===== src/rtl/nabu_kbd_pkg.sv =====
// rtl/nabu_kbd_pkg.sv - shared constants and key-map types for the NABU keyboard front end
//
// Purpose: protocol bytes, modifier scancodes and the lookup-result struct
//          used by nabu_kbd_map and nabu_kbd.
// Ports:   none (package).
package nabu_kbd_pkg;

    localparam logic [7:0] NABU_WDT_BYTE  = 8'h95;
    localparam logic [7:0] NABU_SPC_PRESS = 8'hE0;
    localparam logic [7:0] NABU_SPC_REL   = 8'hF0;

    localparam logic [7:0] SC_LSHIFT = 8'h12;
    localparam logic [7:0] SC_RSHIFT = 8'h59;
    localparam logic [7:0] SC_CTRL   = 8'h14;
    localparam logic [7:0] SC_CAPS   = 8'h58;

    typedef enum logic [1:0] {
        KIND_NONE,
        KIND_ASCII,
        KIND_SPECIAL,
        KIND_MOD
    } kbd_kind_e;

    typedef struct packed {
        kbd_kind_e  kind;
        logic [7:0] ascii;
        logic [7:0] ascii_shift;
        logic [3:0] spc_idx;
    } kbd_map_t;

    function automatic kbd_map_t map_ascii(input logic [7:0] a, input logic [7:0] s);
        map_ascii = '{kind: KIND_ASCII, ascii: a, ascii_shift: s, spc_idx: 4'd0};
    endfunction

    function automatic kbd_map_t map_spc(input logic [3:0] idx);
        map_spc = '{kind: KIND_SPECIAL, ascii: 8'h00, ascii_shift: 8'h00, spc_idx: idx};
    endfunction

    function automatic kbd_map_t map_mod();
        map_mod = '{kind: KIND_MOD, ascii: 8'h00, ascii_shift: 8'h00, spc_idx: 4'd0};
    endfunction

endpackage


===== src/rtl/nabu_kbd_map.sv =====
// rtl/nabu_kbd_map.sv - combinational set-2 scancode to NABU key classification (US layout)
//
// Purpose: classifies one scancode as modifier, printable (with unshifted and
//          shifted ASCII), special key (with NABU index) or unmapped.
// Ports:   ext_i      - scancode carried an E0 prefix
//          scancode_i - set-2 scancode
//          map_o      - lookup result
module nabu_kbd_map
    import nabu_kbd_pkg::*;
(
    input  logic       ext_i,
    input  logic [7:0] scancode_i,
    output kbd_map_t   map_o
);

    always_comb begin
        map_o = '{kind: KIND_NONE, ascii: 8'h00, ascii_shift: 8'h00, spc_idx: 4'd0};
        if (ext_i) begin
            case (scancode_i)
                8'h14: map_o = map_mod();
                8'h74: map_o = map_spc(4'd0);
                8'h6B: map_o = map_spc(4'd1);
                8'h75: map_o = map_spc(4'd2);
                8'h72: map_o = map_spc(4'd3);
                8'h7A: map_o = map_spc(4'd4);
                8'h7D: map_o = map_spc(4'd5);
                8'h69: map_o = map_spc(4'd6);
                8'h6C: map_o = map_spc(4'd7);
                default: ;
            endcase
        end else begin
            case (scancode_i)
                8'h12, 8'h59, 8'h14, 8'h58: map_o = map_mod();
                8'h05: map_o = map_spc(4'd8);
                8'h04: map_o = map_spc(4'd9);
                8'h0C: map_o = map_spc(4'd10);
                8'h1C: map_o = map_ascii("a", "A");
                8'h32: map_o = map_ascii("b", "B");
                8'h21: map_o = map_ascii("c", "C");
                8'h23: map_o = map_ascii("d", "D");
                8'h24: map_o = map_ascii("e", "E");
                8'h2B: map_o = map_ascii("f", "F");
                8'h34: map_o = map_ascii("g", "G");
                8'h33: map_o = map_ascii("h", "H");
                8'h43: map_o = map_ascii("i", "I");
                8'h3B: map_o = map_ascii("j", "J");
                8'h42: map_o = map_ascii("k", "K");
                8'h4B: map_o = map_ascii("l", "L");
                8'h3A: map_o = map_ascii("m", "M");
                8'h31: map_o = map_ascii("n", "N");
                8'h44: map_o = map_ascii("o", "O");
                8'h4D: map_o = map_ascii("p", "P");
                8'h15: map_o = map_ascii("q", "Q");
                8'h2D: map_o = map_ascii("r", "R");
                8'h1B: map_o = map_ascii("s", "S");
                8'h2C: map_o = map_ascii("t", "T");
                8'h3C: map_o = map_ascii("u", "U");
                8'h2A: map_o = map_ascii("v", "V");
                8'h1D: map_o = map_ascii("w", "W");
                8'h22: map_o = map_ascii("x", "X");
                8'h35: map_o = map_ascii("y", "Y");
                8'h1A: map_o = map_ascii("z", "Z");
                8'h16: map_o = map_ascii("1", "!");
                8'h1E: map_o = map_ascii("2", "@");
                8'h26: map_o = map_ascii("3", "#");
                8'h25: map_o = map_ascii("4", "$");
                8'h2E: map_o = map_ascii("5", "%");
                8'h36: map_o = map_ascii("6", "^");
                8'h3D: map_o = map_ascii("7", "&");
                8'h3E: map_o = map_ascii("8", "*");
                8'h46: map_o = map_ascii("9", "(");
                8'h45: map_o = map_ascii("0", ")");
                8'h4E: map_o = map_ascii("-", "_");
                8'h55: map_o = map_ascii("=", "+");
                8'h54: map_o = map_ascii("[", "{");
                8'h5B: map_o = map_ascii("]", "}");
                8'h5D: map_o = map_ascii("\\", "|");
                8'h4C: map_o = map_ascii(";", ":");
                8'h52: map_o = map_ascii("'", "\"");
                8'h0E: map_o = map_ascii(8'h60, 8'h7E);
                8'h41: map_o = map_ascii(",", "<");
                8'h49: map_o = map_ascii(".", ">");
                8'h4A: map_o = map_ascii("/", "?");
                8'h29: map_o = map_ascii(8'h20, 8'h20);
                8'h5A: map_o = map_ascii(8'h0D, 8'h0D);
                8'h66: map_o = map_ascii(8'h08, 8'h08);
                8'h0D: map_o = map_ascii(8'h09, 8'h09);
                8'h76: map_o = map_ascii(8'h1B, 8'h1B);
                default: ;
            endcase
        end
    end

endmodule


===== src/rtl/nabu_kbd.sv =====
// rtl/nabu_kbd.sv - PS/2 event to NABU keyboard byte translator with output FIFO and watchdog
//
// Purpose: detects hps_io key events, tracks shift/ctrl/caps, translates keys to
//          NABU bytes, injects a periodic watchdog byte and queues bytes in a FWFT FIFO.
// Ports:   clk, reset           - system clock, synchronous active-high reset
//          ps2_key[10:0]        - {strobe toggle, press, ext, scancode}
//          out_valid/out_data   - FIFO head
//          out_ready            - downstream pops the head
//          drop                 - pulse when a key byte was lost to a full FIFO
//          caps_led             - caps-lock state
module nabu_kbd
    import nabu_kbd_pkg::*;
#(
    parameter int unsigned WDT_CYCLES = 160_000_000,
    parameter int unsigned FIFO_DEPTH = 8
) (
    input  logic        clk,
    input  logic        reset,
    input  logic [10:0] ps2_key,
    output logic        out_valid,
    output logic [7:0]  out_data,
    input  logic        out_ready,
    output logic        drop,
    output logic        caps_led
);

    localparam int AW = (FIFO_DEPTH > 1) ? $clog2(FIFO_DEPTH) : 1;
    localparam int WW = (WDT_CYCLES > 1) ? $clog2(WDT_CYCLES) : 1;
    localparam logic [WW-1:0] WDT_LAST = WW'(WDT_CYCLES - 1);
    localparam logic [AW:0]   DEPTH    = (AW + 1)'(FIFO_DEPTH);

    logic          strb_q;
    logic          shift_q, shift_d, ctrl_q, ctrl_d, caps_q, caps_d;
    logic          ev_valid_q, ev_valid_d;
    logic [7:0]    ev_byte_q, ev_byte_d;
    logic [7:0]    mem_q [FIFO_DEPTH];
    logic [AW-1:0] wr_ptr_q, rd_ptr_q;
    logic [AW:0]   count_q;
    logic [WW-1:0] wdt_cnt_q;
    logic          wdt_pend_q;
    logic          drop_q;

    kbd_map_t key_map;
    logic [7:0] base;
    logic event_fire, press, is_letter;
    logic full, pop, accept, key_push, wdt_push, push, wdt_wrap;
    logic [7:0] push_byte;

    nabu_kbd_map u_map (
        .ext_i      (ps2_key[8]),
        .scancode_i (ps2_key[7:0]),
        .map_o      (key_map)
    );

    assign event_fire = ps2_key[10] != strb_q;
    assign press      = ps2_key[9];
    assign base       = key_map.ascii;
    assign is_letter  = (base >= 8'h61) && (base <= 8'h7A);

    // Translation uses the modifier state from before this event; modifier
    // events themselves never produce a byte so this ordering is safe.
    always_comb begin
        shift_d    = shift_q;
        ctrl_d     = ctrl_q;
        caps_d     = caps_q;
        ev_valid_d = 1'b0;
        ev_byte_d  = ev_byte_q;
        if (event_fire) begin
            case (key_map.kind)
                KIND_MOD: begin
                    if (ps2_key[7:0] == SC_LSHIFT || ps2_key[7:0] == SC_RSHIFT) shift_d = press;
                    else if (ps2_key[7:0] == SC_CTRL) ctrl_d = press;
                    else if (ps2_key[7:0] == SC_CAPS && press) caps_d = !caps_q;
                end
                KIND_ASCII: begin
                    if (press) begin
                        ev_valid_d = 1'b1;
                        if (ctrl_q && base >= 8'h40 && base <= 8'h7F) ev_byte_d = base & 8'h1F;
                        else if (is_letter) ev_byte_d = (shift_q ^ caps_q) ? base - 8'h20 : base;
                        else ev_byte_d = shift_q ? key_map.ascii_shift : base;
                    end
                end
                KIND_SPECIAL: begin
                    ev_valid_d = 1'b1;
                    ev_byte_d  = (press ? NABU_SPC_PRESS : NABU_SPC_REL) + {4'h0, key_map.spc_idx};
                end
                default: ;
            endcase
        end
    end

    // A full FIFO still accepts a push when the head leaves in the same cycle.
    // Key bytes own the write port; the watchdog byte only takes idle slots.
    assign out_valid = count_q != '0;
    assign out_data  = out_valid ? mem_q[rd_ptr_q] : 8'h00;
    assign full      = count_q == DEPTH;
    assign pop       = out_valid && out_ready;
    assign accept    = !full || pop;
    assign key_push  = ev_valid_q && accept;
    assign wdt_push  = wdt_pend_q && !ev_valid_q && accept;
    assign push      = key_push || wdt_push;
    assign push_byte = ev_valid_q ? ev_byte_q : NABU_WDT_BYTE;
    assign wdt_wrap  = wdt_cnt_q == WDT_LAST;
    assign drop      = drop_q;
    assign caps_led  = caps_q;

    always_ff @(posedge clk) begin
        if (push && !reset) mem_q[wr_ptr_q] <= push_byte;
    end

    always_ff @(posedge clk) begin
        strb_q <= ps2_key[10];
        if (reset) begin
            shift_q    <= 1'b0;
            ctrl_q     <= 1'b0;
            caps_q     <= 1'b0;
            ev_valid_q <= 1'b0;
            ev_byte_q  <= 8'h00;
            wr_ptr_q   <= '0;
            rd_ptr_q   <= '0;
            count_q    <= '0;
            wdt_cnt_q  <= '0;
            wdt_pend_q <= 1'b0;
            drop_q     <= 1'b0;
        end else begin
            shift_q    <= shift_d;
            ctrl_q     <= ctrl_d;
            caps_q     <= caps_d;
            ev_valid_q <= ev_valid_d;
            ev_byte_q  <= ev_byte_d;
            wr_ptr_q   <= wr_ptr_q + AW'(push);
            rd_ptr_q   <= rd_ptr_q + AW'(pop);
            count_q    <= count_q + (AW + 1)'(push) - (AW + 1)'(pop);
            wdt_cnt_q  <= wdt_wrap ? '0 : wdt_cnt_q + WW'(1);
            // A wrap landing on the cycle a pending byte is pushed re-arms it.
            wdt_pend_q <= wdt_wrap ? 1'b1 : (wdt_push ? 1'b0 : wdt_pend_q);
            drop_q     <= ev_valid_q && !accept;
        end
    end

endmodule

===== config.mk =====
export PLATFORM = sky130hd
export DESIGN_NAME = nabu_kbd
export DESIGN_NICKNAME = d
export VERILOG_FILES = /design/src/rtl/nabu_kbd_pkg.sv /design/src/rtl/nabu_kbd_map.sv /design/src/rtl/nabu_kbd.sv
export SDC_FILE = /design/constraint.sdc
export NUM_CORES = 1
export LEC_CHECK = 0
export BUFFER_PORTS_ARGS = -buffer_cell sky130_fd_sc_hd__buf_2
export CAP_MARGIN = 15
export CORE_MARGIN = 4
export CORE_UTILIZATION = 58
export DETAILED_ROUTE_END_ITERATION = 12
export MAX_ROUTING_LAYER = met4
export PLACE_DENSITY = 0.75
export RECOVER_POWER = 50
export REMOVE_ABC_BUFFERS = 1
export SLEW_MARGIN = 20
export SYNTH_ARGS = -nofsm -noshare
export SYNTH_HDL_FRONTEND = slang
export SYNTH_SLANG_ARGS = --single-unit
export TNS_END_PERCENT = 1

===== constraint.sdc =====
create_clock -name clk -period 4.5 [get_ports clk]
set_input_delay 0.675 -clock clk [delete_from_list [all_inputs] [get_ports clk]]
set_output_delay 0.675 -clock clk [all_outputs]
set_load 0.1 [all_outputs]

[After elaboration in Yosys (flattened, before gate mapping)]
Memories as Yosys holds them, arrays and structs flattened. A register that Yosys moved wholly into a read port is not among the register bits.
Cells that the tools add are included.
Operators by class
  add/sub/neg operators: 7
  $lt $le $gt $ge: 4
  eq/ne operators: 74
  multiplexer cells: 19
  bitwise operators: 4
  reduce and logical (&&, ||, !) cells: 28
Operators with widths (number)
  22-bit one-hot mux with 56 select lines: 1
  8-bit by 7-bit equality test with 1-bit output, second input constant: 30
  22-bit one-hot mux with 9 select lines: 1
  8-bit by 6-bit equality test with 1-bit output, second input constant: 23
  8-bit by 5-bit equality test with 1-bit output, second input constant: 9
  8-bit 2-to-1 mux: 7
  28-bit by 1-bit adder with 28-bit output, second input constant: 1
  28-bit equality test, second input constant: 1
  8-bit by 4-bit equality test with 1-bit output, second input constant: 3
  22-bit 2-to-1 mux: 1
  8-bit by 3-bit equality test with 1-bit output, second input constant: 2
  8-bit by 7-bit >= comparator with 1-bit output, second input constant: 2
  8-bit by 7-bit <= comparator with 1-bit output, second input constant: 2
  8-bit one-hot mux with 2 select lines: 1
  1-bit logical AND: 10
  8-bit by 6-bit subtractor with 8-bit output, second input constant: 1
  6-bit by 5-bit adder with 7-bit output: 1
  3-bit by 1-bit adder with 3-bit output: 2
  3-bit AND reduction: 2
  1-bit zero test: 5
  1-bit 2-to-1 mux: 5
  5-bit 2-to-1 mux: 1
  5-bit AND reduction: 1
  4-bit by 1-bit adder with 4-bit output: 1
  other kinds (16): 23
Word-level totals
  bits in registers: 53
  RAM bits: 64
  bits of input ports: 14
  output and inout port bits: 11
  word-level logic and storage cells: 149
  memories: 1
Memories
  mem_q: words 8, width 8, rd ports 1, clocked after memory_dff 1, wr ports 1, RTL line nabu_kbd.sv:36  | logic [7:0] mem_q [FIFO_DEPTH];

[Depth between registers and ports, before layout]
Gate-level depths: netlist (run 1).
  depth after elaboration: 10
  depth in mapped cells: 22
  mapped depth without buffers: 17

[By module]
A second synthesis (run 1) with hierarchy kept.
Second synthesis, totals
  cell total of the unflattened synthesis: 724
  area, all modules: 7123.1 µm²
Modules (own cells, without submodules)
  nabu_kbd: instances 1, cells an instance 456, area each 5442.7 µm², sequential area each 2982.9 µm²
  nabu_kbd_map: instances 1, cells an instance 268, area each 1680.4 µm², sequential area each 0.0 µm²

[Least setup slack after synthesis (run 1)]
Ideal clock, no wire load.
  kind: input to register
  start: input ps2_key[4]
  end: register ev_byte_q[2]
  library setup time: 0.135 ns
  arrival time: 3.997 ns
  required time: 4.365 ns
  setup slack: 0.368 ns
  stages: 21
  buffers on the path: 5
  path through: buf_4 -> buf_6 -> buf_6 -> buf_4 -> buf_4 -> nor2_1 -> a32oi_1 -> o32ai_2 -> a211o_1 -> nor4_1 -> nand2_1 -> o21ai_0 -> inv_1 -> ha_1 -> and2_1 -> o21ai_1 -> nor3_1 -> a21oi_1 -> nor2_1 -> nor4_1 -> a211oi_1
On the way
  cells in the longest elaborated chain, start to end: 10
RTL lines
  from (decl): RTL line nabu_kbd.sv:19  | input logic [10:0] ps2_key,
  8-bit by 5-bit equality test with 1-bit output (tied with other cells): RTL line nabu_kbd_map.sv:32  | case (scancode_i)
  4-bit OR reduction: RTL line nabu_kbd_map.sv:32
  22-bit one-hot mux with 56 select lines: RTL line nabu_kbd_map.sv:32
  22-bit 2-to-1 mux (*): RTL line nabu_kbd_map.sv:18  | if (ext_i) begin
  8-bit by 6-bit subtractor with 8-bit output (tied with other cells): RTL line nabu_kbd.sv:79  | else if (is_letter) ev_byte_d = (shift_q ^ caps_q) ? base - 8'h20 : base;
  8-bit 2-to-1 mux (tied with other cells): RTL line nabu_kbd.sv:79
  8-bit 2-to-1 mux or 1-bit logical AND (tied branches): RTL line nabu_kbd.sv:79, nabu_kbd.sv:78
  8-bit 2-to-1 mux: RTL line nabu_kbd.sv:78  | if (ctrl_q && base >= 8'h40 && base <= 8'h7F) ev_byte_d = base & 8'h1F;
  8-bit 2-to-1 mux: RTL line nabu_kbd.sv:76  | if (press) begin
  8-bit one-hot mux with 2 select lines: RTL line nabu_kbd.sv:69  | case (key_map.kind)
  to (signal assigned): RTL line nabu_kbd.sv:130  | ev_byte_q <= ev_byte_d;
  to (decl): RTL line nabu_kbd.sv:35  | logic [7:0] ev_byte_q, ev_byte_d;
Mark *: on every way between the ends. The rest lies on a longest branch, timed or not. The select of a mux whose other input is x is not followed.
A chain may end at the register's enable or synchronous reset.

[Final worst setup path (run 1)]
  start: input ps2_key[2]
  end: register ev_byte_q[4]
Same word-level chain as after synthesis.

==> flow_results.xml, run 1 <==
<?xml version="1.0" encoding="UTF-8"?>
<metrics>
  <group name="clocking">
    <metric name="numCtsBuffers" unit="">17</metric>
    <metric name="cts-hold-fix-buffers" unit="">0</metric>
    <metric name="cts.clk_slew.worst_paths" unit="ns">0.05</metric>
    <metric name="post_cts.repair.setup_buffers" unit="">0</metric>
    <metric name="clkLatencyLatePin" unit="ns">0.40</metric>
    <metric name="clockBufferDepth" unit="">2</metric>
    <metric name="root_buffer" unit="">sky130_fd_sc_hd__clkbuf_16</metric>
    <metric name="clock_sinks" unit="">117</metric>
    <metric name="tritoncts" unit="">done</metric>
    <metric name="post_cts.resized_instances" unit="">0</metric>
    <metric name="cts.htree.levels" unit="">4</metric>
  </group>
  <group name="synth">
    <metric name="synth.yosys.warnings" unit="">0</metric>
    <metric name="netlist_area" unit="µm²">7130</metric>
    <metric name="synthesis.area_per_instance" unit="µm²">10.2</metric>
    <metric name="ys_ff_latch" unit="">117</metric>
    <metric name="post-synth-top-area-fraction" unit="%">27.0</metric>
    <metric name="yosys.area.top_type" unit="">sky130_fd_sc_hd__edfxtp_1</metric>
    <metric name="synth-seq-area-share" unit="%">41.8</metric>
    <metric name="postSynth.asyncResetShare" unit="%">0</metric>
    <metric name="dominantRegCellSynth" unit="">sky130_fd_sc_hd__edfxtp_1</metric>
    <metric name="synthesis.instances" unit="">696</metric>
    <metric name="post_synth_num_cell_types" unit="">90</metric>
    <metric name="ys_top_cells_by_area" unit="">sky130_fd_sc_hd__edfxtp_1 (27%), sky130_fd_sc_hd__dfxtp_1 (15%), sky130_fd_sc_hd__mux4_2 (5.1%)</metric>
    <metric name="synth-edff-count" unit="">64</metric>
  </group>
  <group name="final_layout">
    <metric name="final_cell_count_no_fill" unit="">882</metric>
    <metric name="num_antenna_cells" unit="">0</metric>
    <metric name="commonest_cells_after_routing_fill_and_taps_aside" unit="">sky130_fd_sc_hd__nor2_1 (77), sky130_fd_sc_hd__edfxtp_1 (64), sky130_fd_sc_hd__dfxtp_1 (52)</metric>
    <metric name="final_common_cell" unit="">sky130_fd_sc_hd__nor2_1</metric>
    <metric name="layout-drive-gt1-share" unit="%">17.8</metric>
    <metric name="final_design_area_no_fill" unit="µm²">7910</metric>
    <metric name="final_nets" unit="">752</metric>
    <metric name="syn_to_final_growth" unit="%">11.0</metric>
  </group>
  <group name="grt">
    <metric name="first_global_vias" unit="">6049</metric>
    <metric name="pin_count_of_the_biggest_net_entering_global_routing" unit="">35</metric>
    <metric name="antenna_found_initial" unit="">0</metric>
    <metric name="globalRoute.totalOverflow" unit="">0</metric>
    <metric name="first_pass_grt_wire_length" unit="µm">33800</metric>
    <metric name="grt_usage" unit="%">31.7</metric>
  </group>
  <group name="floorplan">
    <metric name="coreArea" unit="µm²">12000</metric>
    <metric name="die-width" unit="µm">119</metric>
    <metric name="vertical_extent_of_the_die" unit="µm">119</metric>
    <metric name="std_cell_rows" unit="">40</metric>
    <metric name="ioPinCount" unit="">25</metric>
    <metric name="die-area" unit="µm²">14100</metric>
    <metric name="start_util" unit="%">59.3</metric>
  </group>
  <group name="power_and_ir_drop">
    <metric name="comb_power_share" unit="%">29.5</metric>
    <metric name="power.switching" unit="mW">1.27</metric>
    <metric name="netSwitchingFraction" unit="%">36.1</metric>
    <metric name="pwr-share-seq" unit="%">34.8</metric>
    <metric name="power-per-cell-area" unit="nW/µm²">445</metric>
    <metric name="power.clock.fraction" unit="%">35.7</metric>
    <metric name="power.leakage" unit="nW">2.66</metric>
    <metric name="ir_drop" unit="mV">0.284</metric>
    <metric name="internal_power_contribution" unit="mW">2.25</metric>
  </group>
  <group name="setup_path">
    <metric name="worstPathArrival" unit="ns">4.39</metric>
    <metric name="critical_path.startpoint" unit="">ps2_key[2]</metric>
    <metric name="critical_path_launch_point_type" unit="">primary input</metric>
    <metric name="path_buf_inv" unit="">4</metric>
    <metric name="crit-reg2reg-launch" unit="">count_q[2]$_SDFF_PP0_</metric>
    <metric name="setup.reg_to_reg.worst_slack" unit="ns">1.03</metric>
    <metric name="timing.critical_path.depth" unit="">17</metric>
    <metric name="max_stage_delay" unit="ns">0.38</metric>
    <metric name="timing_worst_setup_path_type" unit="">in2reg</metric>
    <metric name="r2r-end" unit="">count_q[2]$_SDFF_PP0_</metric>
    <metric name="timing.critical_path.fanout_max" unit="">32</metric>
    <metric name="path_delay_family" unit="">simple AND/OR/NAND/NOR gates</metric>
    <metric name="worst_ep_required_time" unit="ns">4.81</metric>
    <metric name="cp-endpoint" unit="">ev_byte_q[4]$_SDFFE_PP0P_</metric>
    <metric name="slowest_stage" unit="">sky130_fd_sc_hd__buf_4</metric>
    <metric name="crit_chain" unit="">buf_2 -&gt; buf_4 -&gt; and4b_1 -&gt; nand3_1 -&gt; nand3_1 -&gt; a211oi_4 -&gt; nor3b_1 -&gt; nand2_1 -&gt; o21ai_0 -&gt; inv_1 -&gt; ha_1 -&gt; nor2b_1 -&gt; o21ai_1 -&gt; buf_4 -&gt; nor2_1 -&gt; nand3b_1 -&gt; o22ai_1</metric>
    <metric name="cp-end-kind" unit="">flip-flop</metric>
    <metric name="reg2reg_depth" unit="">14</metric>
  </group>
  <group name="placed_design">
    <metric name="io_buffers" unit="">24</metric>
    <metric name="placed_cells" unit="">850</metric>
    <metric name="place.detailed.hpwl" unit="µm">14800</metric>
    <metric name="finalWeightedCongestion" unit="">1.01</metric>
    <metric name="placed_cell_area" unit="µm²">7360</metric>
  </group>
  <group name="flow_run">
    <metric name="max_cap_violations" unit="">0</metric>
  </group>
  <group name="route">
    <metric name="detail_route.first_pass.iterations" unit="">7</metric>
    <metric name="routed_wirelength" unit="µm">21600</metric>
    <metric name="post_drt_wl_per_cell" unit="µm">24.4</metric>
    <metric name="drt_drc_violations_left" unit="">0</metric>
    <metric name="first_iter_violations" unit="">827</metric>
    <metric name="via_per_inst" unit="">6.77</metric>
    <metric name="num_vias" unit="">5971</metric>
    <metric name="ant_nets" unit="">0</metric>
  </group>
  <group name="timing">
    <metric name="relSlewSlack" unit="%">7.43</metric>
    <metric name="final.setup_skew" unit="ns">0.0109</metric>
    <metric name="finalSetupViolations" unit="">0</metric>
    <metric name="final.setup.tns" unit="ns">0</metric>
    <metric name="worstMarginPinSlew" unit="ns">1.39</metric>
    <metric name="fin_crit" unit="ns">4.08</metric>
    <metric name="max_freq" unit="MHz">245</metric>
    <metric name="timing.final.hold_violations" unit="">0</metric>
    <metric name="min_period_over_period" unit="%">90.6</metric>
    <metric name="rsz0062_at_grt" unit="">no</metric>
    <metric name="final-max-slew-violation-count" unit="">0</metric>
  </group>
  <group name="hold_path">
    <metric name="timing.hold.worst.class" unit="">in2reg</metric>
    <metric name="worst_hold_startpoint" unit="">ps2_key[10]</metric>
  </group>
  <group name="status">
    <metric name="run_status" unit="">completed</metric>
  </group>
</metrics>
-- worst reg2reg max path, cell delays in order, from the launching register on --
cell and delay [ns]:
sky130_fd_sc_hd__dfxtp_1 0.30, sky130_fd_sc_hd__inv_1 0.11, sky130_fd_sc_hd__ha_1 0.18, sky130_fd_sc_hd__and2_0 0.46, sky130_fd_sc_hd__inv_1 0.11, sky130_fd_sc_hd__and2_0 0.25
sky130_fd_sc_hd__nand3b_1 0.28, sky130_fd_sc_hd__o21ai_1 0.32, sky130_fd_sc_hd__ha_1 0.33, sky130_fd_sc_hd__inv_1 0.07, sky130_fd_sc_hd__ha_1 0.18, sky130_fd_sc_hd__inv_1 0.07
sky130_fd_sc_hd__fa_1 0.40, sky130_fd_sc_hd__xor2_1 0.19, sky130_fd_sc_hd__nor2_1 0.07
-- state kept, by name, summed over array words and instances (netlist names) --
register,count
mem_q,64
drop,1
ev_valid_q,1
strb_q,1
ctrl_q,1
count_q,4
rd_ptr_q,3
ev_byte_q,8
wdt_cnt_q,28
shift_q,1
wdt_pend_q,1
wr_ptr_q,3
caps_led,1
-- logic make-up after synthesis --
family	count (synthesis)	share of synthesized area (%)
buffers and inverters	73	5.92
multiplexers	32	7.37
AND/OR/NAND/NOR	292	24.4
XOR/XNOR	34	4.18
flip-flops	117	41.8
AO/OA/AOI/OAI	132	13.4
adder cells (fa/ha/maj)	16	2.91
-- through the flow --
step           power [mW]  util (%)  hold slack (ns)  worst slack, ns
6_report             3.52      65.9            0.429            0.422
5_1_grt              3.64      65.9            0.411            0.216
3_3_place_gp         2.21      61.3            0.443            0.267
4_1_cts              3.52      65.9            0.399            0.507
3_5_place_dp         2.25      61.3            0.460            0.114
2_1_floorplan        2.00         -            0.430            0.668
-- how the worst min path moves through the flow --
stage / to / depth (start not counted) / slack [ns]
3_3_place_gp: wdt_cnt_q[0]$_SDFF_PP0_ / 1 / 0.44
5_1_grt: strb_q$_DFF_P_ / 1 / 0.41
4_1_cts: strb_q$_DFF_P_ / 1 / 0.40
2_1_floorplan: wdt_cnt_q[0]$_SDFF_PP0_ / 1 / 0.43
3_5_place_dp: wdt_cnt_q[0]$_SDFF_PP0_ / 1 / 0.46
6_report: strb_q$_DFF_P_ / 1 / 0.43
-- Yosys cell counts (all sizes together), types with 6 or more instances --
| library cell | count |
|---|---|
| mux4 | 16 |
| dfxtp | 53 |
| nand2 | 38 |
| nor3b | 9 |
| a21oi | 31 |
| nand4 | 10 |
| or4b | 6 |
| o22ai | 10 |
| nor4 | 10 |
| nor4b | 7 |
| and2 | 7 |
| nand3 | 23 |
| ha | 15 |
| mux2i | 15 |
| nor3 | 12 |
| inv | 21 |
| nor2 | 77 |
| clkbuf | 18 |
| or2 | 6 |
| a211oi | 10 |
| nor4bb | 6 |
| o21ai | 28 |
| buf | 34 |
| xor2 | 20 |
| nor2b | 11 |
| nand2b | 13 |
| or3 | 10 |
| nand3b | 7 |
| xnor2 | 14 |
| and3 | 8 |
| edfxtp | 64 |
-- final cells by class --
type	instances	area (µm²)
clock inverter	12	111
clock buffer	20	447
multi-input combinational	506	3730
fill	870	4100
tap	147	184
inverter	21	78.8
sequential	117	2980
timing repair buffer	59	379
-- power by group through the flow --
stage | Combinational, mW | Sequential [mW] | Clock [mW]
after floorplan | 0.778 | 1.22 | 0
after global placement | 0.969 | 1.24 | 0
after detailed placement | 1.01 | 1.24 | 0
after CTS | 1.03 | 1.23 | 1.27
after global routing | 1.09 | 1.23 | 1.33
final | 1.04 | 1.22 | 1.26
-- metal layers --
layer	up-vias	track usage [%]	routed length (µm)
li1	2662	-	-
met1	2883	34.7	8110
met2	327	53.3	10800
met3	99	6.51	1360
met4	0	19.3	1330
met5	-	-	0
(Power assumes the default switching activity.)
==> inputs of run 2 (changes only) <==
--- a/config.mk
+++ b/config.mk
@@ -12,8 +12,9 @@
 export DETAILED_ROUTE_END_ITERATION = 12
 export MAX_ROUTING_LAYER = met4
 export PLACE_DENSITY = 0.75
-export RECOVER_POWER = 50
+export RECOVER_POWER = 100
 export REMOVE_ABC_BUFFERS = 1
+export SKIP_CTS_REPAIR_TIMING = 1
 export SLEW_MARGIN = 20
 export SYNTH_ARGS = -nofsm -noshare
 export SYNTH_HDL_FRONTEND = slang
==> run 2 against run 1 <==
Against the previous run: clock power hardly changed; count of clock-buffer cells in the layout unchanged; total power decreased by 0.37%; critical path depth up 1.
==> flow_results.xml, run 2 (synthesis results as in run 1) <==
<?xml version="1.0" encoding="UTF-8"?>
<metrics>
  <group name="setup_path">
    <metric name="reg2reg_depth" unit="">10</metric>
    <metric name="setup.reg_to_reg.worst_slack" unit="ns">0.97</metric>
    <metric name="max_stage_delay" unit="ns">0.38</metric>
    <metric name="timing.critical_path.fanout_max" unit="">32</metric>
    <metric name="r2r-end" unit="">mem_q[5][0]$_DFFE_PP_</metric>
    <metric name="crit_chain" unit="">buf_2 -&gt; buf_4 -&gt; and4b_1 -&gt; nand3_1 -&gt; nand3_1 -&gt; a211oi_4 -&gt; nor3b_1 -&gt; nand2_1 -&gt; o21ai_0 -&gt; inv_1 -&gt; ha_1 -&gt; and2_1 -&gt; o21ai_0 -&gt; buf_4 -&gt; a21oi_1 -&gt; nor2_1 -&gt; nor3_1 -&gt; a211oi_1</metric>
    <metric name="crit-reg2reg-launch" unit="">count_q[3]$_SDFF_PP0_</metric>
    <metric name="cp-endpoint" unit="">ev_byte_q[2]$_SDFFE_PP0P_</metric>
    <metric name="critical_path.startpoint" unit="">ps2_key[2]</metric>
    <metric name="worstPathArrival" unit="ns">4.47</metric>
    <metric name="cp-end-kind" unit="">flip-flop</metric>
    <metric name="slowest_stage" unit="">sky130_fd_sc_hd__buf_4</metric>
    <metric name="timing_worst_setup_path_type" unit="">in2reg</metric>
    <metric name="critical_path_launch_point_type" unit="">primary input</metric>
    <metric name="worst_ep_required_time" unit="ns">4.80</metric>
  </group>
  <group name="status">
    <metric name="run_status" unit="">completed</metric>
  </group>
  <group name="timing">
    <metric name="finalHoldWorstSlack" unit="ns">0.429</metric>
    <metric name="finalSetupViolations" unit="">0</metric>
    <metric name="fin_crit" unit="ns">4.16</metric>
    <metric name="final-max-slew-violation-count" unit="">0</metric>
    <metric name="max_freq" unit="MHz">240</metric>
    <metric name="rsz0062_at_grt" unit="">no</metric>
    <metric name="min_period_over_period" unit="%">92.5</metric>
    <metric name="final.setup.tns" unit="ns">0</metric>
    <metric name="timing.final.hold_violations" unit="">0</metric>
    <metric name="setup_slack" unit="ns">0.337</metric>
    <metric name="worstMarginPinSlew" unit="ns">1.36</metric>
    <metric name="relSlewSlack" unit="%">9.38</metric>
    <metric name="final.setup_skew" unit="ns">0.00958</metric>
  </group>
  <group name="floorplan">
    <metric name="vertical_extent_of_the_die" unit="µm">119</metric>
    <metric name="ioPinCount" unit="">25</metric>
    <metric name="std_cell_rows" unit="">40</metric>
    <metric name="start_util" unit="%">59.3</metric>
    <metric name="coreArea" unit="µm²">12000</metric>
    <metric name="die-width" unit="µm">119</metric>
    <metric name="die-area" unit="µm²">14100</metric>
  </group>
  <group name="power_and_ir_drop">
    <metric name="netSwitchingFraction" unit="%">36.3</metric>
    <metric name="power.clock.fraction" unit="%">35.9</metric>
    <metric name="power-per-cell-area" unit="nW/µm²">444</metric>
    <metric name="pwr-share-seq" unit="%">34.9</metric>
    <metric name="ir_drop" unit="mV">0.283</metric>
    <metric name="internal_power_contribution" unit="mW">2.23</metric>
    <metric name="power.leakage" unit="nW">2.62</metric>
    <metric name="comb_power_share" unit="%">29.2</metric>
    <metric name="power.switching" unit="mW">1.27</metric>
  </group>
  <group name="final_layout">
    <metric name="final_nets" unit="">752</metric>
    <metric name="largestRegisters" unit="">mem_q: 64 flops, wdt_cnt_q: 28 flops, ev_byte_q: 8 flops</metric>
    <metric name="max_flop_register" unit="">mem_q</metric>
    <metric name="commonest_cells_after_routing_fill_and_taps_aside" unit="">sky130_fd_sc_hd__nor2_1 (77), sky130_fd_sc_hd__edfxtp_1 (64), sky130_fd_sc_hd__dfxtp_1 (53)</metric>
    <metric name="layout-drive-gt1-share" unit="%">16.1</metric>
    <metric name="final_design_area_no_fill" unit="µm²">7890</metric>
    <metric name="num_antenna_cells" unit="">0</metric>
    <metric name="largest_register_ffs" unit="">64</metric>
    <metric name="syn_to_final_growth" unit="%">10.6</metric>
    <metric name="final_common_cell" unit="">sky130_fd_sc_hd__nor2_1</metric>
  </group>
  <group name="grt">
    <metric name="first_global_vias" unit="">6049</metric>
    <metric name="pin_count_of_the_biggest_net_entering_global_routing" unit="">35</metric>
    <metric name="first_pass_grt_wire_length" unit="µm">33800</metric>
    <metric name="globalRoute.totalOverflow" unit="">0</metric>
    <metric name="antenna_found_initial" unit="">0</metric>
    <metric name="grt_usage" unit="%">31.7</metric>
  </group>
  <group name="route">
    <metric name="ant_nets" unit="">0</metric>
    <metric name="first_iter_violations" unit="">867</metric>
    <metric name="num_vias" unit="">5992</metric>
    <metric name="detail_route.first_pass.iterations" unit="">7</metric>
    <metric name="drt_drc_violations_left" unit="">0</metric>
    <metric name="post_drt_wl_per_cell" unit="µm">24.4</metric>
    <metric name="routed_wirelength" unit="µm">21500</metric>
    <metric name="via_per_inst" unit="">6.79</metric>
  </group>
  <group name="clocking">
    <metric name="clkLatencyLatePin" unit="ns">0.40</metric>
    <metric name="root_buffer" unit="">sky130_fd_sc_hd__clkbuf_16</metric>
    <metric name="cts.htree.levels" unit="">4</metric>
    <metric name="clockBufferDepth" unit="">2</metric>
    <metric name="clock_sinks" unit="">117</metric>
    <metric name="tritoncts" unit="">done</metric>
    <metric name="numCtsBuffers" unit="">17</metric>
    <metric name="cts.clk_slew.worst_paths" unit="ns">0.05</metric>
  </group>
  <group name="placed_design">
    <metric name="place.detailed.hpwl" unit="µm">14800</metric>
    <metric name="placed_cell_area" unit="µm²">7360</metric>
    <metric name="io_buffers" unit="">24</metric>
    <metric name="finalWeightedCongestion" unit="">1.01</metric>
    <metric name="dpl_worst_slack" unit="ns">0.114</metric>
  </group>
  <group name="hold_path">
    <metric name="timing.hold.worst.class" unit="">in2reg</metric>
  </group>
  <group name="flow_run">
    <metric name="max_cap_violations" unit="">0</metric>
  </group>
</metrics>
## run 2: cell types whose count changed in the layout (fill, tap and decap cells not counted), sizes merged
cell	previous run	this run
buf	56	44
clkbuf	23	35
## run 2: how the worst min path moves through the flow
| stage | cells past startpoint | start | to |
|---|---|---|---|
| global placement | 1 | wdt_cnt_q[0]$_SDFF_PP0_ | wdt_cnt_q[0]$_SDFF_PP0_ |
| global route | 1 | ps2_key[10] | strb_q$_DFF_P_ |
| finish | 1 | ps2_key[10] | strb_q$_DFF_P_ |
| floorplan | 1 | wdt_cnt_q[0]$_SDFF_PP0_ | wdt_cnt_q[0]$_SDFF_PP0_ |
| CTS | 1 | ps2_key[10] | strb_q$_DFF_P_ |
| detailed placement | 1 | wdt_cnt_q[0]$_SDFF_PP0_ | wdt_cnt_q[0]$_SDFF_PP0_ |
## run 2: cell type report
type / instances / area (µm²)
tap: 147 / 184
clock buffer: 20 / 447
timing repair buffer: 59 / 354
sequential: 117 / 2980
multi-input combinational: 506 / 3730
clock inverter: 12 / 111
inverter: 21 / 78.8
fill: 880 / 4130
## run 2: metrics by stage
step / util, % / instances / power [mW]
4_1_cts: 65.9 / 882 / 3.52
2_1_floorplan: - / 644 / 2.00
3_3_place_gp: 61.3 / 850 / 2.21
5_1_grt: 65.7 / 882 / 3.63
3_5_place_dp: 61.3 / 850 / 2.25
6_report: 65.7 / 882 / 3.50
## run 2: critical path, delay by kind of cell
kind / cells / cell delay [ns]
AND/OR/NAND/NOR: 8 / 1.40
AO/OA/AOI/OAI: 5 / 1.15
buffers and inverters: 4 / 0.99
adder cells (fa/ha/maj): 1 / 0.24
## run 2: power groups by stage
stage | clock network, mW | logic [mW] | registers, mW
global route | 1.33 | 1.07 | 1.23
detailed placement | 0 | 1.01 | 1.24
finish | 1.26 | 1.02 | 1.22
global placement | 0 | 0.969 | 1.24
floorplan | 0 | 0.778 | 1.22
CTS | 1.27 | 1.03 | 1.23
## run 2: layer usage
metal | share of wire (%) | routed length [µm] | vias up | track usage (%)
met4 | 5.9 | 1270 | 0 | 19.3
met2 | 50 | 10800 | 354 | 53.3
met5 | 0 | 0 | - | -
met1 | 37 | 7990 | 2884 | 34.7
li1 | - | - | 2664 | -
met3 | 6.7 | 1440 | 90 | 6.51
